[config.mk]
export PLATFORM = sky130hd
export DESIGN_NAME = klotski_board_overlay
export DESIGN_NICKNAME = d
export VERILOG_FILES = /design/src/rtl/klotski_pkg.sv /design/src/rtl/klotski_cell_locator.sv /design/src/rtl/klotski_board_overlay.sv
export SDC_FILE = /design/constraint.sdc
export NUM_CORES = 1
export LEC_CHECK = 0
export BUFFER_PORTS_ARGS = -buffer_cell sky130_fd_sc_hd__clkbuf_2
export CORE_MARGIN = 1
export CORE_UTILIZATION = 50
export CTS_CLUSTER_SIZE = 10
export DETAILED_ROUTE_END_ITERATION = 10
export PLACE_DENSITY = 0.84
export SLEW_MARGIN = 30
export SYNTH_ARGS = -nofsm -noshare
export SYNTH_HDL_FRONTEND = slang
export SYNTH_HIERARCHICAL = 1
export SYNTH_SLANG_ARGS = --single-unit
[constraint.sdc]
create_clock -name i_Clk -period 7.2 [get_ports i_Clk]
set_input_delay 1.44 -clock i_Clk [delete_from_list [all_inputs] [get_ports i_Clk]]
set_output_delay 1.44 -clock i_Clk [all_outputs]
set_load 0.02 [all_outputs]
[src/rtl/klotski_pkg.sv]
// Shared definitions for the Klotski board overlay: VGA/grid constants,
// overlay FSM state type and the tile colour palette.
package klotski_pkg;

    // VGA timing / placement constants used across the camera pipeline
    localparam int unsigned X_START     = 35;
    localparam int unsigned Y_START     = 36;
    localparam int unsigned START_H_POS = 120;
    localparam int unsigned START_V_POS = 10;

    // Grid geometry
    localparam int unsigned GRID_N    = 4;
    localparam int unsigned TILE_BITS = 4;
    localparam int unsigned CNT_W     = 13;

    typedef enum logic [1:0] {
        S_IDLE  = 2'd0,
        S_ARMED = 2'd1,
        S_DRAW  = 2'd2
    } state_t;

    // Tile id 0 is "empty" and shows the camera pixel, so it has no entry
    localparam logic [23:0] PALETTE [1:15] = '{
        24'hFF0000, 24'h00FF00, 24'h0000FF, 24'hFFFF00, 24'hFF00FF,
        24'h00FFFF, 24'hFF8000, 24'h8000FF, 24'h0080FF, 24'h80FF00,
        24'hFF0080, 24'h00FF80, 24'h808080, 24'h804000, 24'h400080
    };

    function automatic logic [23:0] palette_color(input logic [3:0] id);
        return (id == 4'd0) ? 24'h000000 : PALETTE[id];
    endfunction

endpackage

[src/rtl/klotski_cell_locator.sv]
// Maps a raw H/V counter pair onto the 4x4 Klotski grid: cell row/column,
// whether the point is inside the grid, and whether it sits on a cell edge.
module klotski_cell_locator
    import klotski_pkg::*;
#(
    parameter int unsigned LEFT_ORIGIN = 155,
    parameter int unsigned UP_ORIGIN   = 46,
    parameter int unsigned CELL_W      = 140,
    parameter int unsigned CELL_H      = 136,
    parameter int unsigned BORDER      = 2
) (
    input  logic [CNT_W-1:0] h_count,
    input  logic [CNT_W-1:0] v_count,
    output logic             in_grid,
    output logic             on_border,
    output logic [1:0]       row,
    output logic [1:0]       col
);

    localparam logic [CNT_W-1:0] H_LO = CNT_W'(LEFT_ORIGIN);
    localparam logic [CNT_W-1:0] H_HI = CNT_W'(LEFT_ORIGIN + GRID_N * CELL_W);
    localparam logic [CNT_W-1:0] V_LO = CNT_W'(UP_ORIGIN);
    localparam logic [CNT_W-1:0] V_HI = CNT_W'(UP_ORIGIN + GRID_N * CELL_H);

    logic [CNT_W-1:0] h_edge;
    logic [CNT_W-1:0] v_edge;
    logic [CNT_W-1:0] h_off;
    logic [CNT_W-1:0] v_off;
    int unsigned      h_bound;
    int unsigned      v_bound;

    // Step the row/column index past every cell edge already reached; the
    // bounds are elaboration-time constants so only comparators are built.
    always_comb begin
        col     = '0;
        row     = '0;
        h_edge  = H_LO;
        v_edge  = V_LO;
        h_bound = LEFT_ORIGIN;
        v_bound = UP_ORIGIN;
        for (int unsigned k = 1; k < GRID_N; k++) begin
            h_bound = h_bound + CELL_W;
            v_bound = v_bound + CELL_H;
            if (h_count >= CNT_W'(h_bound)) begin
                col    = 2'(k);
                h_edge = CNT_W'(h_bound);
            end
            if (v_count >= CNT_W'(v_bound)) begin
                row    = 2'(k);
                v_edge = CNT_W'(v_bound);
            end
        end
        h_off     = h_count - h_edge;
        v_off     = v_count - v_edge;
        in_grid   = (h_count >= H_LO) && (h_count < H_HI) &&
                    (v_count >= V_LO) && (v_count < V_HI);
        on_border = (h_off < CNT_W'(BORDER)) || (h_off >= CNT_W'(CELL_W - BORDER)) ||
                    (v_off < CNT_W'(BORDER)) || (v_off >= CNT_W'(CELL_H - BORDER));
    end

endmodule

[src/rtl/klotski_board_overlay.sv]
// Overlays the Klotski board onto the camera stream. Boards are offered
// through a one-deep shadow register and committed at frame start; the
// pixel path is a fixed two-stage pipeline in every state.
module klotski_board_overlay
    import klotski_pkg::*;
#(
    parameter int unsigned LEFT_ORIGIN = 155,
    parameter int unsigned UP_ORIGIN   = 46,
    parameter int unsigned CELL_W      = 140,
    parameter int unsigned CELL_H      = 136,
    parameter int unsigned BORDER      = 2
) (
    input  logic              i_Clk,
    input  logic              i_rst,
    input  logic              i_enable,
    input  logic [7:0]        i_Red,
    input  logic [7:0]        i_Green,
    input  logic [7:0]        i_Blue,
    input  logic [CNT_W-1:0]  i_H_Counter,
    input  logic [CNT_W-1:0]  i_V_Counter,
    input  logic [63:0]       i_board,
    input  logic              i_board_valid,
    output logic              o_board_ready,
    output logic [7:0]        o_Red,
    output logic [7:0]        o_Green,
    output logic [7:0]        o_Blue,
    output logic              o_frame_done
);

    localparam logic [CNT_W-1:0] LAST_H = CNT_W'(LEFT_ORIGIN + GRID_N * CELL_W - 1);
    localparam logic [CNT_W-1:0] LAST_V = CNT_W'(UP_ORIGIN + GRID_N * CELL_H - 1);

    state_t           state;
    logic [63:0]      shadow_board;
    logic [63:0]      active_board;
    logic             shadow_full;

    logic             p1_vld;
    logic [7:0]       p1_red;
    logic [7:0]       p1_green;
    logic [7:0]       p1_blue;
    logic [CNT_W-1:0] p1_h;
    logic [CNT_W-1:0] p1_v;

    logic             frame_flag;
    logic             last_px2;

    logic             frame_start;
    logic             board_accept;
    logic             last_hit;
    logic             in_grid;
    logic             on_border;
    logic [1:0]       row;
    logic [1:0]       col;
    logic [5:0]       tile_lsb;
    logic [3:0]       tile_id;
    logic [23:0]      cam_rgb;
    logic [23:0]      draw_rgb;

    assign o_board_ready = !shadow_full;
    assign board_accept  = i_board_valid && !shadow_full;
    assign frame_start   = p1_vld && (p1_h == '0) && (p1_v == '0);
    assign cam_rgb       = {p1_red, p1_green, p1_blue};
    assign tile_lsb      = 6'd60 - {row, col, 2'b00};
    assign tile_id       = active_board[tile_lsb +: TILE_BITS];
    assign last_hit      = (state == S_DRAW) && (p1_h == LAST_H) &&
                           (p1_v == LAST_V) && !frame_flag;

    klotski_cell_locator #(
        .LEFT_ORIGIN (LEFT_ORIGIN),
        .UP_ORIGIN   (UP_ORIGIN),
        .CELL_W      (CELL_W),
        .CELL_H      (CELL_H),
        .BORDER      (BORDER)
    ) u_locator (
        .h_count   (p1_h),
        .v_count   (p1_v),
        .in_grid   (in_grid),
        .on_border (on_border),
        .row       (row),
        .col       (col)
    );

    // Stage 1: register camera pixel and raw counters
    always_ff @(posedge i_Clk) begin
        if (i_rst) begin
            p1_vld   <= 1'b0;
            p1_red   <= '0;
            p1_green <= '0;
            p1_blue  <= '0;
            p1_h     <= '0;
            p1_v     <= '0;
        end else begin
            p1_vld   <= 1'b1;
            p1_red   <= i_Red;
            p1_green <= i_Green;
            p1_blue  <= i_Blue;
            p1_h     <= i_H_Counter;
            p1_v     <= i_V_Counter;
        end
    end

    // Shadow/active board handoff; a full shadow blocks accepts, so a commit
    // and an accept never compete for the shadow in the same cycle
    always_ff @(posedge i_Clk) begin
        if (i_rst) begin
            shadow_board <= '0;
            active_board <= '0;
            shadow_full  <= 1'b0;
        end else if (frame_start && shadow_full) begin
            active_board <= shadow_board;
            shadow_full  <= 1'b0;
        end else if (board_accept) begin
            shadow_board <= i_board;
            shadow_full  <= 1'b1;
        end
    end

    // Overlay mode: arm on enable, draw from the next frame start, drop on disable
    always_ff @(posedge i_Clk) begin
        if (i_rst) begin
            state <= S_IDLE;
        end else begin
            case (state)
                S_IDLE:  if (i_enable) state <= S_ARMED;
                S_ARMED: if (!i_enable) state <= S_IDLE;
                         else if (frame_start) state <= S_DRAW;
                S_DRAW:  if (!i_enable) state <= S_IDLE;
                default: state <= S_IDLE;
            endcase
        end
    end

    // Stage 2 colour select: grid lines, tile colour or camera pass-through
    always_comb begin
        draw_rgb = cam_rgb;
        if ((state == S_DRAW) && in_grid) begin
            if (on_border) begin
                draw_rgb = 24'hFFFFFF;
            end else if (tile_id != 4'd0) begin
                draw_rgb = palette_color(tile_id);
            end
        end
    end

    // Stage 2 registers plus the delayed, once-per-frame completion pulse
    always_ff @(posedge i_Clk) begin
        if (i_rst) begin
            o_Red        <= '0;
            o_Green      <= '0;
            o_Blue       <= '0;
            last_px2     <= 1'b0;
            o_frame_done <= 1'b0;
            frame_flag   <= 1'b0;
        end else begin
            {o_Red, o_Green, o_Blue} <= draw_rgb;
            last_px2     <= last_hit;
            o_frame_done <= last_px2;
            if (frame_start) begin
                frame_flag <= 1'b0;
            end else if (last_hit) begin
                frame_flag <= 1'b1;
            end
        end
    end

endmodule

# Word-level counts from Yosys, hierarchy flattened
# Memory sizes are Yosys's and may differ from the RTL's.
# Cells that the tools add are included.
# W data, S select, Z words.
# classes
n_addsub	3
magnitude_cmp	15
eq_ne	7
n_shift	1
n_mux	24
n_bitwise	2
n_reduce_logical	25
# op_table
operator	n
$mux W24	6
$shiftx A64 B7 Y4	1
$ge A13 B8 Y1 const B	4
$ge A13 B9 Y1 const B	4
$mux W9	4
$eq A13 B10 Y1 const B	2
$logic_not A13 Y1	2
$lt A13 B10 Y1 const B	2
$lt A13 B2 Y1 const B	2
$mux W2	8
$ge A13 B10 Y1 const B	1
$ge A13 B6 Y1 const B	1
$sub A13 B10 Y13	1
$sub A13 B9 Y13	1
$logic_and A1 B1 Y1	11
$mux W10	1
$mux W8	1
$pmux W2 S3	1
$sub A6 B6 Y6 const A	1
$ge A5 B5 Y1 const B	1
$not A4 Y5	1
$logic_not A4 Y1	1
$ne A2 B2 Y1 const B	2
$reduce_bool A4 Y1	1
11 further kinds	17
# word_totals
regBits	209
mem_bits_ro	384
inputBits	118
out_inout_bits	26
elab_cells	94
n_memories	1
# memory_table
name	depth	word_bits	rd	rd_ports_with_merged_regs	write_ports	line	text
(no name shown)	16	24	1	0	0	klotski_pkg.sv:30	return (id == 4'd0) ? 24'h000000 : PALETTE[id];

# Longest topological paths before layout
# depth
word_depth	14
ltp_mapped	20
ltp_nobuf	20

# Modules after synthesis
# Netlist, hierarchy kept.
# modules_own_cells
module	instances	cells_per_inst	area_per_inst_um2	seq_area_each_um2
klotski_board_overlay	1	849	7598.5	4184.0
klotski_cell_locator	1	163	1094.8	0.0

# Least setup slack after synthesis
# Ideal clock, no wire load.
# synth_path
kind	reg2reg
from	register p1_h[0]
to	register o_Green[0]
setup_ps	114
t_arrival_ps	4542
required_time_ps	7086
setup_slack_ps	2544
stages_incl_launch_ff	20
path_buffers	0
period_less_slack_ps	4656
cell_sequence	dfxtp_1 > ha_1 > or4_1 > a31oi_1 > o21ai_0 > o21ai_0 > inv_1 > ha_1 > a211oi_2 > nor3b_4 > o31a_1 > a2111oi_4 > o22a_1 > o21ai_1 > or4_1 > inv_1 > nand2_1 > a221oi_1 > a21oi_1 > a21o_1
# synth_between
word_cells_on_any_way	33
classes_between	2 x add/sub; 7 x order compare; 1 x shift; 12 x mux; 1 x bitwise; 9 x reduce/logical; 1 x memory
# synth_lines
element	line	text
start, declared	klotski_board_overlay.sv:42	logic [CNT_W-1:0] p1_h;
start signal, assigned	klotski_board_overlay.sv:98	p1_h <= i_H_Counter;
$ge A13 B9 Y1	klotski_cell_locator.sv:44	if (h_count >= CNT_W'(h_bound)) begin
$mux W2	klotski_cell_locator.sv:44	
$mux W2 *	klotski_cell_locator.sv:44	
named net col[1]	klotski_board_overlay.sv:54	logic [1:0] col;
$sub A6 B6 Y6 *	klotski_board_overlay.sv:64	assign tile_lsb = 6'd60 - {row, col, 2'b00};
$shiftx A64 B7 Y4 *	klotski_board_overlay.sv:65	assign tile_id = active_board[tile_lsb +: TILE_BITS];
$not A4 Y5 (implied by the code)	klotski_pkg.sv:30	
$mem_v2 Z16 W24	n/a	
$mux W24 (implied by the code) (2 in a row)	klotski_pkg.sv:30	
$mux W24	klotski_pkg.sv:30	
$mux W24 *	klotski_board_overlay.sv:140	end else if (tile_id != 4'd0) begin
$mux W24 *	klotski_board_overlay.sv:138	if (on_border) begin
$mux W24 *	klotski_board_overlay.sv:137	if ((state == S_DRAW) && in_grid) begin
end signal, assigned	klotski_board_overlay.sv:156	{o_Red, o_Green, o_Blue} <= draw_rgb;
end, declared	klotski_board_overlay.sv:25	output logic [7:0] o_Green,
# The timed path passes the listed nets; every way through them passes the cells marked *. The select of a mux whose other input is x is not followed.
# A chain may end at the register's enable or synchronous reset.

# Worst setup path after layout
# layout_path
from	register p1_h[1]
to	register o_Red[2]
# layout_between
word_cells_on_any_way	33
classes_between	2 x add/sub; 7 x order compare; 1 x shift; 12 x mux; 1 x bitwise; 9 x reduce/logical; 1 x memory
# layout_lines
element	line	text
$ge A13 B9 Y1	klotski_cell_locator.sv:44	
$mux W2	klotski_cell_locator.sv:44	
$mux W2 *	klotski_cell_locator.sv:44	
named net col[1]	klotski_board_overlay.sv:54	
$sub A6 B6 Y6 *	klotski_board_overlay.sv:64	
$shiftx A64 B7 Y4 *	klotski_board_overlay.sv:65	
$not A4 Y5 (implied by the code)	klotski_pkg.sv:30	
$mem_v2 Z16 W24	n/a	
$mux W24 (implied by the code) (2 in a row)	klotski_pkg.sv:30	
$mux W24	klotski_pkg.sv:30	
$mux W24 *	klotski_board_overlay.sv:140	
$mux W24 *	klotski_board_overlay.sv:138	
$mux W24 *	klotski_board_overlay.sv:137	
end signal, assigned	klotski_board_overlay.sv:156	
end, declared	klotski_board_overlay.sv:24	output logic [7:0] o_Red,
# Marks and branches as above.

==> results.py <==
metrics = {
    "outcome": {
        "status": "complete, no violations",
    },
    "sta": {
        "min_period_over_period_pct": 74.9,
        "hold_viol_final": 0,
        "drv_slew": 0,
        "fmax_mhz": 185,
        "final-setup-viol-count": 0,
        "hold_ws_ps": 422,
        "tns_ps": 0,
        "rsz0062_at_grt": "no",
        "slew_headroom_pct": 49.0,
        "min_period_ps": 5390,
        "clock_skew_ps": 19.4,
        "worst-slew-pin-transition_ps": 765,
    },
    "floorplan": {
        "initial_utilization_pct": 51.9,
        "num_rows": 47,
        "coreArea_um2": 16800,
        "die_w_um": 134,
        "die-area_um2": 17900,
        "die_h_um": 134,
        "io_pins": 144,
    },
    "global_route": {
        "grt_util_all_layers_pct": 22.6,
        "antenna_found_initial": 0,
        "grt_pass1_wl_um": 33300,
        "grt_max_degree": 111,
        "grt_pass1_vias": 7036,
        "grt.overflow.total": 0,
    },
    "logic_synthesis": {
        "synth.area.mux_share_pct": 5.90,
        "syn-num-nets": 1149,
        "synth_compound_area_share_pct": 16.7,
        "synthAdderAreaFrac_pct": 2.73,
        "ys_ff_latch": 209,
        "synth-edff-count": 0,
        "synth_area_um2": 8690,
        "synth-simple-area-share_pct": 22.2,
        "synth.distinct_cells": 68,
        "synth_warnings": 6,
        "synth_xor_area_share_pct": 0.705,
        "syn_area_per_cell_um2": 8.59,
        "synth_top_family_by_area": "simple AND/OR/NAND/NOR gates",
        "ys_seq_area_share_pct": 48.1,
        "postSynthCellCount": 1012,
        "synthFlopType": "dfxtp_1",
        "synthArstFlopShare_pct": 0,
    },
    "final_layout": {
        "final_util_pct": 60.9,
        "drive_gt1_share_pct": 19.6,
        "area_delta_synth_final_pct": 17.4,
        "instances_no_fill": 1352,
        "nets": 1266,
        "diodes": 0,
    },
    "worst_setup_path": {
        "path_buf_inv": 3,
        "worstPathMaxFanout": 20,
        "path_class": "reg2reg",
        "cp_data_arrival_time_ps": 5770,
        "slowest_delay_ps": 700,
        "slowest_stage": "or4_1",
        "reg2reg_depth": 19,
        "end_kind": "flip-flop",
        "r2r_end": "o_Red[2]",
        "cp_num_cells": 19,
        "worstPathCellList": "ha_1 > or4_1 > a31oi_1 > o21ai_2 > buf_4 > o21ai_0 > inv_1 > ha_1 > a211oi_2 > nor3b_4 > o31a_1 > a2111oi_4 > o22a_1 > o21ai_1 > or4_1 > inv_1 > nand2_1 > nor4_2 > o21ai_1",
        "r2r_slack_ps": 1810,
        "worstPathRequired_ps": 7570,
        "r2r-start": "p1_h[1]",
        "worst_path_dominant_cell_family": "simple AND/OR/NAND/NOR gates",
        "critPathLaunchType": "flip-flop",
        "crit_start": "p1_h[1]",
        "cp-endpoint": "o_Red[2]",
    },
    "clock_tree": {
        "ctsResizeCount": 0,
        "worst_skew_pair.late_latency_ps": 530,
        "htree_levels": 1,
        "cts.clk_slew.worst_paths_ps": 50,
        "cts-buffers-inserted": 25,
        "cts-root-buf": "clkbuf_16",
        "cts_tree": "yes",
        "clkSinkCount": 209,
        "post-cts-setup-buffer-count": 0,
        "hold_buffers": 0,
        "clk_path_buf_depth": 3,
    },
    "min_path": {
        "hold_class": "reg2reg",
    },
    "placement": {
        "place_inst": 1322,
        "port_buffers": 143,
        "routabilityCongestion": 0.860,
        "dp_hpwl_um": 13600,
    },
    "detailed_routing": {
        "drcViolationCount": 0,
        "wl_per_cell_um": 14.7,
        "routed_via_density": 5.43,
        "antenna_left": 0,
        "drt_wl_total_um": 19900,
        "drt_first_iter_violations": 446,
        "vias": 7338,
        "drt-pass1-iter-count": 7,
    },
    "pwr": {
        "p_per_area_nw_per_um2": 249,
        "vdd_drop_max_uv": 171,
        "p_leak_nw": 4.17,
        "power_mw": 2.54,
    },
    "run": {
        "maxCapViolCount": 0,
    },
}
-- flip-flops by register name (all words and copies together), names as in the netlist --
signal / flops
o_frame_done: 1
p1_v: 13
last_px2: 1
active_board: 64
shadow_board: 64
p1_vld: 1
shadow_full: 1
frame_flag: 1
p1_green: 8
state: 2
o_Blue: 8
o_Red: 8
p1_h: 13
o_Green: 8
p1_red: 8
p1_blue: 8
-- cells in the final DEF, fill, tap and decap left out, types with 3 or more instances in the layout --
master,netlist,layout
nor4_1,8,8
a211oi_1,4,4
nand2_1,288,286
nand4_1,7,7
mux4_2,19,19
xor2_1,4,4
mux2i_1,4,4
o21ai_0,18,16
mux2_2,3,3
or4_1,5,5
o31a_1,4,4
nor3_1,11,10
clkbuf_2,0,142
nor2b_1,54,53
a22oi_1,4,4
a31oi_1,6,6
or3_1,4,4
a21o_1,13,13
a21oi_1,153,153
nand3_1,9,9
o211ai_1,3,3
ha_1,19,19
nor2_1,26,26
inv_1,18,18
dfxtp_1,209,209
buf_4,1,4
xnor2_1,3,3
nand2b_1,5,5
o21ai_1,7,8
clkbuf_16,0,25
-- worst min path at each step --
stage           startpoint         end  slack (ps)  cells after the start
6_report       p1_green[4]  o_Green[4]         420                      1
4_1_cts        p1_green[2]  o_Green[2]         430                      1
3_3_place_gp   p1_green[2]  o_Green[2]         410                      1
2_1_floorplan   p1_blue[0]   o_Blue[0]         400                      1
3_5_place_dp   p1_green[2]  o_Green[2]         410                      1
5_1_grt         p1_blue[5]   o_Blue[5]         450                      1
-- per-layer routing --
metal  share of wire, %  track usage, %  vias up
li1                   -               -     3686
met2                 49            38.6      197
met4                2.4            6.69        0
met3                4.6            3.70       42
met1                 44            29.4     3413
met5                  0               0        -
-- Yosys cell counts (5+ instances only) --
master / instances / area share [%]
nand4_1: 7 / 0.50
a21o_1: 13 / 1.1
ha_1: 19 / 2.7
o21ai_1: 7 / 0.40
nor4_1: 8 / 0.58
nor3_1: 11 / 0.63
buf_1: 13 / 0.56
nand2b_1: 5 / 0.36
or4_1: 5 / 0.43
nor2b_1: 54 / 3.9
clkbuf_1: 37 / 1.6
nand3_1: 9 / 0.52
o21ai_0: 18 / 1.0
nand2_1: 288 / 12
dfxtp_1: 209 / 48
a31oi_1: 6 / 0.43
buf_2: 5 / 0.29
a21oi_1: 153 / 8.8
mux4_2: 19 / 4.9
nor2_1: 26 / 1.1
inv_1: 18 / 0.78
-- cell type report --
class	instances	area (um2)
clock buffers	28	657
clock inverters	2	28.8
fillers	1460	6550
inverters	19	71.3
multi-input cells	726	4230
flip-flops and latches	209	4180
well taps	220	275
repair buffers	148	763
-- stage by stage --
step                      worst slack [ps]  area (um2)
after global placement                1950        9510
final                                 1810       10200
after floorplan                       2540        8690
after detailed placement              1900        9520
after CTS                             1840       10200
after global routing                  1450       10200
-- logic make-up after synthesis --
| family | after synthesis |
|---|---|
| flops | 209 |
| simple gates | 431 |
| compound gates | 242 |
| mux | 27 |
| xor+xnor | 7 |
| buf+inv | 77 |
| fa+ha+maj | 19 |
-- power by group --
group | internal [mW] | switching (mW) | total (mW) | leakage [nW]
combinational | 0.100 | 0.133 | 0.233 | 2.12
sequential | 1.20 | 0.0299 | 1.23 | 1.71
clock | 0.639 | 0.439 | 1.08 | 0.338
total | 1.94 | 0.602 | 2.54 | 4.17
-- worst reg2reg max path, stage by stage, from the launching register on --
cell       delay (ps)
dfxtp_1           360
ha_1              280
or4_1             490
a31oi_1           210
o21ai_2            70
buf_4             230
o21ai_0           270
inv_1              80
ha_1              350
a211oi_2          350
nor3b_4           110
o31a_1            290
a2111oi_4         320
o22a_1            200
o21ai_1            60
or4_1             700
inv_1             130
nand2_1           110
nor4_2            510
o21ai_1           150
Power figures use the tool's default switching activity.
